==> config.mk <==
export PLATFORM = sky130hd
export DESIGN_NAME = instr_prefetch_buffer
export DESIGN_NICKNAME = d
export VERILOG_FILES = /design/src/rtl/instr_prefetch_buffer.sv
export SDC_FILE = /design/constraint.sdc
export NUM_CORES = 1
export LEC_CHECK = 0
export BUFFER_PORTS_ARGS = -buffer_cell sky130_fd_sc_hd__buf_4
export CORE_MARGIN = 8
export CORE_UTILIZATION = 40
export CTS_BUF_LIST = sky130_fd_sc_hd__clkbuf_4 sky130_fd_sc_hd__clkbuf_8 sky130_fd_sc_hd__clkbuf_16
export CTS_CLUSTER_DIAMETER = 30
export CTS_CLUSTER_SIZE = 30
export DETAILED_ROUTE_END_ITERATION = 8
export GPL_ROUTABILITY_DRIVEN = 0
export PLACE_DENSITY = 0.58
export SETUP_SLACK_MARGIN = 0.02
export SYNTH_ARGS = -nofsm -noshare
export SYNTH_HDL_FRONTEND = slang
export SYNTH_SLANG_ARGS = --single-unit
==> constraint.sdc <==
create_clock -name CLK -period 29.1 [get_ports CLK]
set_input_delay 4.365 -clock CLK [delete_from_list [all_inputs] [get_ports CLK]]
set_output_delay 4.365 -clock CLK [all_outputs]
set_load 0.05 [all_outputs]
==> src/rtl/instr_prefetch_buffer.sv <==
// Instruction prefetch queue: autonomously walks the instruction-memory
// address, captures returning words with their PC into a small FIFO, and
// presents the head entry to the CPU over a valid/ready handshake.
// Branch/jump redirects flush the queue and restart fetch at the target.
module instr_prefetch_buffer #(
  parameter int          DEPTH    = 4,
  parameter logic [31:0] RESET_PC = 32'h0000_0000
) (
  input  logic                       CLK,
  input  logic                       Reset,
  output logic [31:0]                instr_addr,
  input  logic [31:0]                instruction,
  output logic [31:0]                instr_out,
  output logic [31:0]                instr_pc,
  output logic                       instr_valid,
  input  logic                       cpu_ready,
  input  logic                       redirect_valid,
  input  logic [31:0]                redirect_pc,
  output logic [$clog2(DEPTH):0]     occupancy
);

  localparam int PW = $clog2(DEPTH);
  localparam int CW = PW + 1;
  localparam logic [CW:0] DEPTH_W = (CW + 1)'(DEPTH);

  logic [31:0]   fetch_pc;
  logic [31:0]   inflight_pc;
  logic          inflight;
  logic [PW-1:0] head;
  logic [PW-1:0] tail;
  logic [CW-1:0] count;
  logic [31:0]   fifo_pc    [DEPTH];
  logic [31:0]   fifo_instr [DEPTH];

  logic [CW:0]   pending;
  logic          issue;
  logic          capture;
  logic          pop;

  // Word-align a fetch target; the low two address bits carry no meaning.
  function automatic logic [31:0] pc_align(input logic [31:0] pc);
    return pc & 32'hFFFF_FFFC;
  endfunction

  // Sequential fetch step; wraps modulo 2^32.
  function automatic logic [31:0] pc_inc(input logic [31:0] pc);
    return pc + 32'd4;
  endfunction

  // Reserve a FIFO slot for every outstanding read so the queue cannot
  // overflow; a pop in the same cycle is deliberately not credited.
  assign pending = {1'b0, count} + {{CW{1'b0}}, inflight};
  assign issue   = !redirect_valid && (pending < DEPTH_W);
  assign capture = inflight && !redirect_valid;
  assign pop     = instr_valid && cpu_ready;

  assign instr_addr  = fetch_pc;
  assign instr_valid = (count != '0);
  assign instr_out   = fifo_instr[head];
  assign instr_pc    = fifo_pc[head];
  assign occupancy   = count;

  // Fetch address generation and tracking of the one outstanding read.
  always_ff @(posedge CLK or posedge Reset) begin
    if (Reset) begin
      fetch_pc    <= RESET_PC;
      inflight    <= 1'b0;
      inflight_pc <= '0;
    end else if (redirect_valid) begin
      fetch_pc <= pc_align(redirect_pc);
      inflight <= 1'b0;
    end else if (issue) begin
      fetch_pc    <= pc_inc(fetch_pc);
      inflight    <= 1'b1;
      inflight_pc <= fetch_pc;
    end else begin
      inflight <= 1'b0;
    end
  end

  // Queue pointers and occupancy; a redirect empties the queue outright.
  always_ff @(posedge CLK or posedge Reset) begin
    if (Reset) begin
      head  <= '0;
      tail  <= '0;
      count <= '0;
    end else if (redirect_valid) begin
      head  <= '0;
      tail  <= '0;
      count <= '0;
    end else begin
      if (capture) tail <= tail + PW'(1);
      if (pop)     head <= head + PW'(1);
      unique case ({capture, pop})
        2'b10:   count <= count + CW'(1);
        2'b01:   count <= count - CW'(1);
        default: count <= count;
      endcase
    end
  end

  // Entry storage: the returning word is written at tail tagged with its PC.
  always_ff @(posedge CLK or posedge Reset) begin
    if (Reset) begin
      for (int i = 0; i < DEPTH; i++) begin
        fifo_pc[i]    <= '0;
        fifo_instr[i] <= '0;
      end
    end else if (capture) begin
      fifo_pc[tail]    <= inflight_pc;
      fifo_instr[tail] <= instruction;
    end
  end

endmodule

-- Word-level counts from Yosys, hierarchy flattened
Index checks and enable logic that the tools add are counted.
Widths: inputs -> output; s select.
- memories kept: 0
- bits of input ports: 68
- RAM bits: 0
- ROM bits: 0
- bits in registers: 328
- bits in latches: 0
- output and inout bits: 100
- logic and storage cells: 60
- order comparisons: 4
- mux-type cells: 20
- add/subtract/negate cells: 6
- bitwise logic cells: 3
- multipliers: 0
- eq/ne operators: 2
- shift-type cells: 0
- reductions and logical operators: 11
- divide/modulo/power cells: 0
- operators with widths (kind ; number):
    $bwmux 128 ; 2
    $mux 32 ; 7
    $bmux 32 s2 ; 2
    $demux 32 s2 ; 1
    $add 32x3->32 const B ; 1
    $mux 2 ; 4
    $ge 3x3->1 const B ; 2
    $not 2->3 ; 2
    $pmux 3 s2 ; 1
    $reduce_bool 2->1 ; 3
    $reduce_bool 3->1 ; 2
    $add 2x1->2 const B ; 2
    $add 3x1->4 ; 1
    $logic_and 1x1->1 ; 4
    $lt 4x3->1 const B ; 1
    $add 3x1->3 const B ; 1
    $lt 3x1->1 const B ; 1
    $mux 3 ; 1
    $sub 3x1->3 const B ; 1
    $eq 2x1->1 const B ; 1
    $eq 2x2->1 const B ; 1
    $mux 1 ; 2
    $reduce_and 2->1 ; 1
    $logic_not 1->1 ; 1
    $not 1->1 ; 1

-- Longest topological paths before layout
Gate-level depths: netlist of run 1.
- word-level depth: 6
- mapped depth: 8
- gate-level depth less buffers: 6

-- Worst setup path before layout of run 1
OpenSTA, ideal clock, no wires.
- path type: register -> output
- start: register head[1]
- end: output port instr_pc[22]
- arrival time: 1.530 ns
- setup slack: 23.205 ns
- path buffers: 3
- stages on the path, launching flop included: 5
- data required time: 24.735 ns
- path through: dfrtp_1 buf_2 buf_2 buf_2 mux4_2
- longest elaborated chain between the ends: 4
- RTL lines (element ; RTL line ; source):
    from (decl) ; 29 ; logic [PW-1:0] head;
    from (signal assigned) ; 93 ; if (pop) head <= head + PW'(1);
    $not 2->3 (not written as such) ; 60 ; assign instr_pc = fifo_pc[head];
    $bmux 32 s2 ; 60 ;
    $mux 32 (not written as such) (2 in a row) ; 60 ;
    to (decl) ; 14 ; output logic [31:0] instr_pc,
Every way passes these cells. The select of a mux whose other input is x is not followed.

-- Worst setup path after layout of run 1
- start: register head[0]
- end: output port instr_pc[18]
Same word-level chain as after synthesis.

==> run summary, run 1 <==
fin crit share - 25.47%
synthesis-to-finish area growth - 31.40%
Worst Path Buf+Inv - 2
Fin. Hold Viols - 0
maximum vdd drop - 0.08872 mV
DRC - 0
vias in the first global route - 9,351
CTS tree - done
Pwr Density - 135.0 nW/um2
antenna-violating nets left - 0
Worst setup SP type - flop
setup ws final - 21,690 ps
Synth area leaders - dfrtp_1 (57%), mux2_2 (15%), mux4_2 (10%)
Synth Area per Inst - 15.34 um2
largest family of logic cells by synthesized area - multiplexers
H-Tree Depth - 3
slew of the pin with the lowest slew margin - 1098 ps
Mapped Cells - 912
pre-CTS WS - 22,110 ps
Setup Viol. Count Final - 0
first-pass GRT wire length - 54,030 um
fraction of layout cells with a size suffix above 1 - 49.61%
GRT Total Usage - 16.58%
Fin Hold WS - 480.3 ps
global route total overflow - 0
sequential fraction of the synthesis area - 56.51%
post-CTS setup buffer count - 0
Async S/R FF share, synth - 100.0%
unrepaired setup endpoints after global routing - no
Die Ht - 203.0 um
Synth Register Bits - 316
drt total wl - 33,180 um
min-delay worst type - reg -> reg
slowest CP cell - dfrtp_4
post-DR wirelength/cell - 20.46 um
Top delay family on crit path - buffers and inverters
NumNets Final - 1,177
Max Fclk - 134.9 MHz
CTS sink count - 316
WP data required - 24,730 ps
CP arrival - 3050 ps
Max Buffers Root-to-Sink - 3
DRT Pass-1 Iters - 4
largest fanout on the critical path - 33
pin count of the biggest net entering global routing - 101
Ports - 168
area share of and/or/nand/nor cells after synthesis - 4.578%
Post-Syn Area - 13,990 um2
Cell variety after synth - 44
diode count - 0
initial DRC count - 382
routed via count - 8,572
CP Cell Sequence - buf_4, mux4_2, buf_4
initial antenna violation count - 0
full die area - 41,220 um2
EDFF count, synth - 0
dominant cell type by area after synthesis - dfrtp_1
PortBufs - 161
Root Buffer - clkbuf_16
post-synth top area share - 56.51%
Synth Area in Adders - 0.5902%
num rows - 68
Core ar. - 34,460 um2
Max Cap Viol - 0
Critical Setup Path Class - reg -> out
cell leakage power - 8.287 nW
final worst path period need - 7413 ps
cts bufs inserted - 78
Detailed Place HPWL - 19,760 um
YS warnings - 0
status - complete, no violations
Max stage delay on crit path - 830 ps
clk_skew - 10.73 ps
Vias/cell - 5.285
register clock-pin slew on the reported worst setup and hold paths - 40 ps
XOR/XNOR share of the synthesized area - 0.8137%
Crit. End Element - primary output
Worst-Skew Late Latency - 570 ps
CTS resizes - 0
final slew viol count - 0
Top cell by count, worst path - buf_4
Compound-Gate Fraction of Synth Area - 2.423%
die width - 203.0 um
initial core utilization - 40.61%
Post-CTS Hold Buffers - 0
Synth Flop Type - dfrtp_1
mux contribution to synthesized area - 32.65%
Setup TNS - 0 ps
Max-slew headroom - 26.71%
## cells in the final DEF, fill, tap and decap left out, types with 9 or more instances in the layout
master     netlist  routed
nand3_1         12      12
mux4_2          62      62
a31oi_1         16      16
o31ai_1         12      12
clkbuf_8         0      13
clkinv_2         0      10
mux2_2         185     185
o21ai_1          9       9
xor2_1          10      10
or4_1           16      16
nand2_1         29      25
bufinv_16        0      12
buf_4            7     169
clkbuf_4         0      22
clkbuf_16        0      78
dfrtp_1        316     314
nor2_1          22      22
mux2_1          94      94
## through the flow
step | std cells | total power [mW] | util, % | area, um2
3_3_place_gp | 1478 | 1.581 | 45.19 | 15570
6_report | 1622 | 2.481 | 53.36 | 18390
4_1_cts | 1622 | 2.518 | 53.36 | 18390
2_1_floorplan | 915 | 1.354 | - | 14000
3_5_place_dp | 1478 | 1.596 | 45.19 | 15570
5_1_grt | 1622 | 2.605 | 53.36 | 18390
## power by group
group          switching [mW]  leakage [nW]  internal, mW
sequential              0.122          3.90         0.628
combinational           0.470          2.98         0.355
clock                   0.255          1.41         0.651
total                   0.847          8.29          1.63
## flip-flops by register name, summed over array words and instances, names as in the netlist
register / count
instr_addr: 30
inflight_pc: 30
tail: 2
head: 2
fifo_pc: 120
inflight: 1
fifo_instr: 128
occupancy: 3
## layout make-up
type | instances | area [um2]
Sequential cell | 316 | 7915
Timing Repair Buffer | 169 | 1269
Clock buffer | 113 | 2296
Inverter | 5 | 26.28
Multi-Input combinational cell | 533 | 5791
Tap cell | 455 | 569.3
Clock inverter | 31 | 520.5
Fill cell | 2928 | 16070
## synthesized netlist by cell type, types with 4 or more instances
cell type  count
o21ai_1        9
nand3_1       12
xor2_1        10
nand4_1        7
o21ai_0        5
or3_1          4
clkbuf_1       9
a31oi_1       16
buf_2         44
nand4_2        4
or4_1         16
inv_1          4
nor2_1        22
dfrtp_1      316
o31ai_1       12
mux4_2        62
nand2_1       29
and3_1         7
buf_4          7
ha_1           5
mux2_2       185
mux2_1        94
## logic make-up after synthesis
group	Yosys count
muxes	344
adders and majority gates	6
xor gates and xnor gates	13
DFF	316
AOI/OAI and AO/OA	50
buffers and inverters	66
and+or+nand+nor	116
other	1
## worst paths after layout
kind                                         startpoint                         end  slack (ps)  cells past startpoint
worst min-delay path            fifo_pc[71]$_DFFE_PP0P_     fifo_pc[71]$_DFFE_PP0P_         480                      1
worst max-delay path                head[0]$_DFFE_PP0P_                instr_pc[18]       21690                      3
worst min register to register  fifo_pc[71]$_DFFE_PP0P_     fifo_pc[71]$_DFFE_PP0P_         480                      1
max in group asynchronous                         Reset         head[1]$_DFFE_PP0P_       22900                      4
worst max register to register       inflight$_DFF_PP0_  fifo_instr[39]$_DFFE_PP0P_       26370                      4
min in group asynchronous                         Reset  fifo_instr[30]$_DFFE_PP0P_        3910                      2
## metal layers
metal	routed length, um	GRT usage [%]	vias to the layer above
li1	-	-	3831
met1	15500	22.38	4484
met2	15410	25.54	198
met3	1613	4.654	59
met4	652	5.465	0
met5	0	0	-
No activity file was read; power rests on OpenSTA's default activity.
==> run 2: changes to the inputs <==
--- a/config.mk
+++ b/config.mk
@@ -5,6 +5,7 @@
 export SDC_FILE = /design/constraint.sdc
 export NUM_CORES = 1
 export LEC_CHECK = 0
+export ABC_AREA = 1
 export BUFFER_PORTS_ARGS = -buffer_cell sky130_fd_sc_hd__buf_4
 export CORE_MARGIN = 8
 export CORE_UTILIZATION = 40
==> constraint.sdc (replaced) <==
create_clock -name CLK -period 6.9 [get_ports CLK]
set_input_delay 1.035 -clock CLK [delete_from_list [all_inputs] [get_ports CLK]]
set_output_delay 1.035 -clock CLK [all_outputs]
set_load 0.05 [all_outputs]
==> run summary, run 2 <==
die width - 204.2 um
Async S/R FF share, synth - 100.0%
DP Cell Count - 2,204
Max-slew headroom - 30.59%
synthesis-to-finish area growth - 31.07%
vias in the first global route - 12,280
fin crit share - 61.30%
Fin. Hold Viols - 0
Root Buffer - clkbuf_16
initial antenna violation count - 0
final slew viol count - 0
unrepaired setup endpoints after global routing - no
Worst setup SP type - flop
YS warnings - 0
Post-CTS Hold Buffers - 0
WP data required - 5860 ps
Ports - 168
Mapped Cells - 1,679
H-Tree Depth - 3
Hold Crit Depth - 2
final worst path period need - 4230 ps
final core occ - 52.71%
Crit. End Element - primary output
Vias/cell - 5.041
CTS sink count - 316
launching point of the worst reg2reg path - tail[0]$_DFFE_PP0P_
CTS resizes - 0
NumNets Final - 1,903
Setup TNS - 0 ps
post-synth top area share - 55.82%
fraction of layout cells with a size suffix above 1 - 18.70%
num rows - 69
post-DR wirelength/cell - 16.41 um
maximum vdd drop - 0.3586 mV
first-pass GRT wire length - 63,990 um
Cell Count, Final, Fillers Out - 2,359
initial DRC count - 675
Compound-Gate Fraction of Synth Area - 18.70%
mux contribution to synthesized area - 0%
most common cell after layout, fill and taps aside - o21ai_0
Max Cap Viol - 0
XOR/XNOR share of the synthesized area - 0.3710%
pin count of the biggest net entering global routing - 166
register clock-pin slew on the reported worst setup and hold paths - 50 ps
Synth Register Bits - 316
global route total overflow - 0
PortBufs - 161
biggest registers after layout - fifo_instr: 128 flops, fifo_pc: 120 flops
Synth Area in Adders - 0.5829%
DRT Pass-1 Iters - 5
Reg2Reg Depth - 5
Synth Area per Inst - 8.437 um2
most frequent cells in the layout - o21ai_0 (409), nand2_1 (381), dfrtp_1 (314)
pre-CTS WS - 3266 ps
Worst-Skew Late Latency - 590 ps
Max Fclk - 236.4 MHz
Die Ht - 204.2 um
dominant cell type by area after synthesis - dfrtp_1
EDFF count, synth - 0
Critical Setup Path Class - reg -> out
Max Buffers Root-to-Sink - 3
Core ar. - 35,220 um2
cts bufs inserted - 84
FF-to-FF End - fifo_pc[117]$_DFFE_PP0P_
full die area - 41,690 um2
sequential fraction of the synthesis area - 55.82%
initial core utilization - 40.22%
R2R setup slack - 4640 ps
Synth Flop Type - dfrtp_1
routed via count - 11,890
antenna-violating nets left - 0
CTS tree - done
top cells by count, synth - o21ai_0 (409), nand2_1 (381), dfrtp_1 (316), nor2_1 (166), inv_1 (108)
drt total wl - 38,700 um
cell leakage power - 8.969 nW
Top reg by flops - fifo_instr
largest family of logic cells by synthesized area - compound AO/OA/AOI/OAI gates
post-CTS setup buffer count - 0
Post-Syn Area - 14,170 um2
diode count - 0
min-delay worst type - reg -> reg
worst hold start - fifo_instr[86]$_DFFE_PP0P_
Detailed Place HPWL - 22,480 um
Synth area leaders - dfrtp_1 (56%), o21ai_0 (14%), nand2_1 (10%)
Hold EP - fifo_instr[86]$_DFFE_PP0P_
clk_skew - 19.40 ps
Largest register FFs - 128
DRC - 0
Setup Viol. Count Final - 0
Cell variety after synth - 38
area share of and/or/nand/nor cells after synthesis - 17.54%
Pwr Density - 592.6 nW/um2
CP arrival - 3200 ps
setup ws final - 2670 ps
status - complete, no violations
slew of the pin with the lowest slew margin - 1041 ps
largest fanout on the critical path - 75
GRT Total Usage - 18.83%
most frequent cell after synthesis - o21ai_0
==> run 2: report_power, final <==
group          internal (mW)  switching, mW
registers               2.62          0.450
clock network           2.84           1.17
logic                   1.13           2.79
total                   6.59           4.42
==> run 2: cells by family after synthesis <==
family	Yosys count
compound gates	505
xor+xnor	6
fa+ha+maj	6
buf+inv	226
flops	316
other cells	1
simple gates	619
==> run 2: metrics by stage <==
step | hold slack [ps] | area (um2) | power [mW]
after global routing | 493.7 | 18570 | 11.66
after floorplan | 447.8 | 14180 | 5.819
final | 474.9 | 18570 | 11.00
after global placement | 460.9 | 15560 | 6.978
after CTS | 478.3 | 18570 | 11.14
after detailed placement | 467.8 | 15560 | 7.040
==> run 2: area by class of cell <==
| class | instances | area, um2 |
|---|---|---|
| repair buffers | 173 | 1324 |
| fillers | 3337 | 16660 |
| well taps | 461 | 576.8 |
| multi-input cells | 1140 | 5311 |
| clock inverters | 47 | 623.1 |
| flip-flops and latches | 316 | 7913 |
| clock buffers | 108 | 2381 |
| inverters | 114 | 439.2 |
==> run 2: worst max-delay path: stages (launching register included) <==
cell,delay [ps]
dfrtp_4,660
inv_4,660
buf_4,610
o21ai_0,150
o22ai_1,250
buf_4,260
==> run 2: routing by layer <==
metal / global-route usage, % / share of wire [%] / vias to the layer above
met1: 25.41 / 46 / 5589
met2: 28.93 / 45 / 350
met4: 7.328 / 2.5 / 0
met3: 4.565 / 6.5 / 74
li1: - / - / 5879
met5: 0 / 0 / -
==> run 2: worst max-delay path by stage <==
stage	startpoint	to	depth (start not counted)
floorplan	Reset	fifo_instr[0]$_DFFE_PP0P_	1
finish	head[0]$_DFFE_PP0P_	instr_pc[22]	5
global route	head[0]$_DFFE_PP0P_	instr_out[17]	5
CTS	head[0]$_DFFE_PP0P_	instr_pc[22]	5
global placement	head[0]$_DFFE_PP0P_	instr_pc[22]	5
detailed placement	head[0]$_DFFE_PP0P_	instr_pc[22]	5
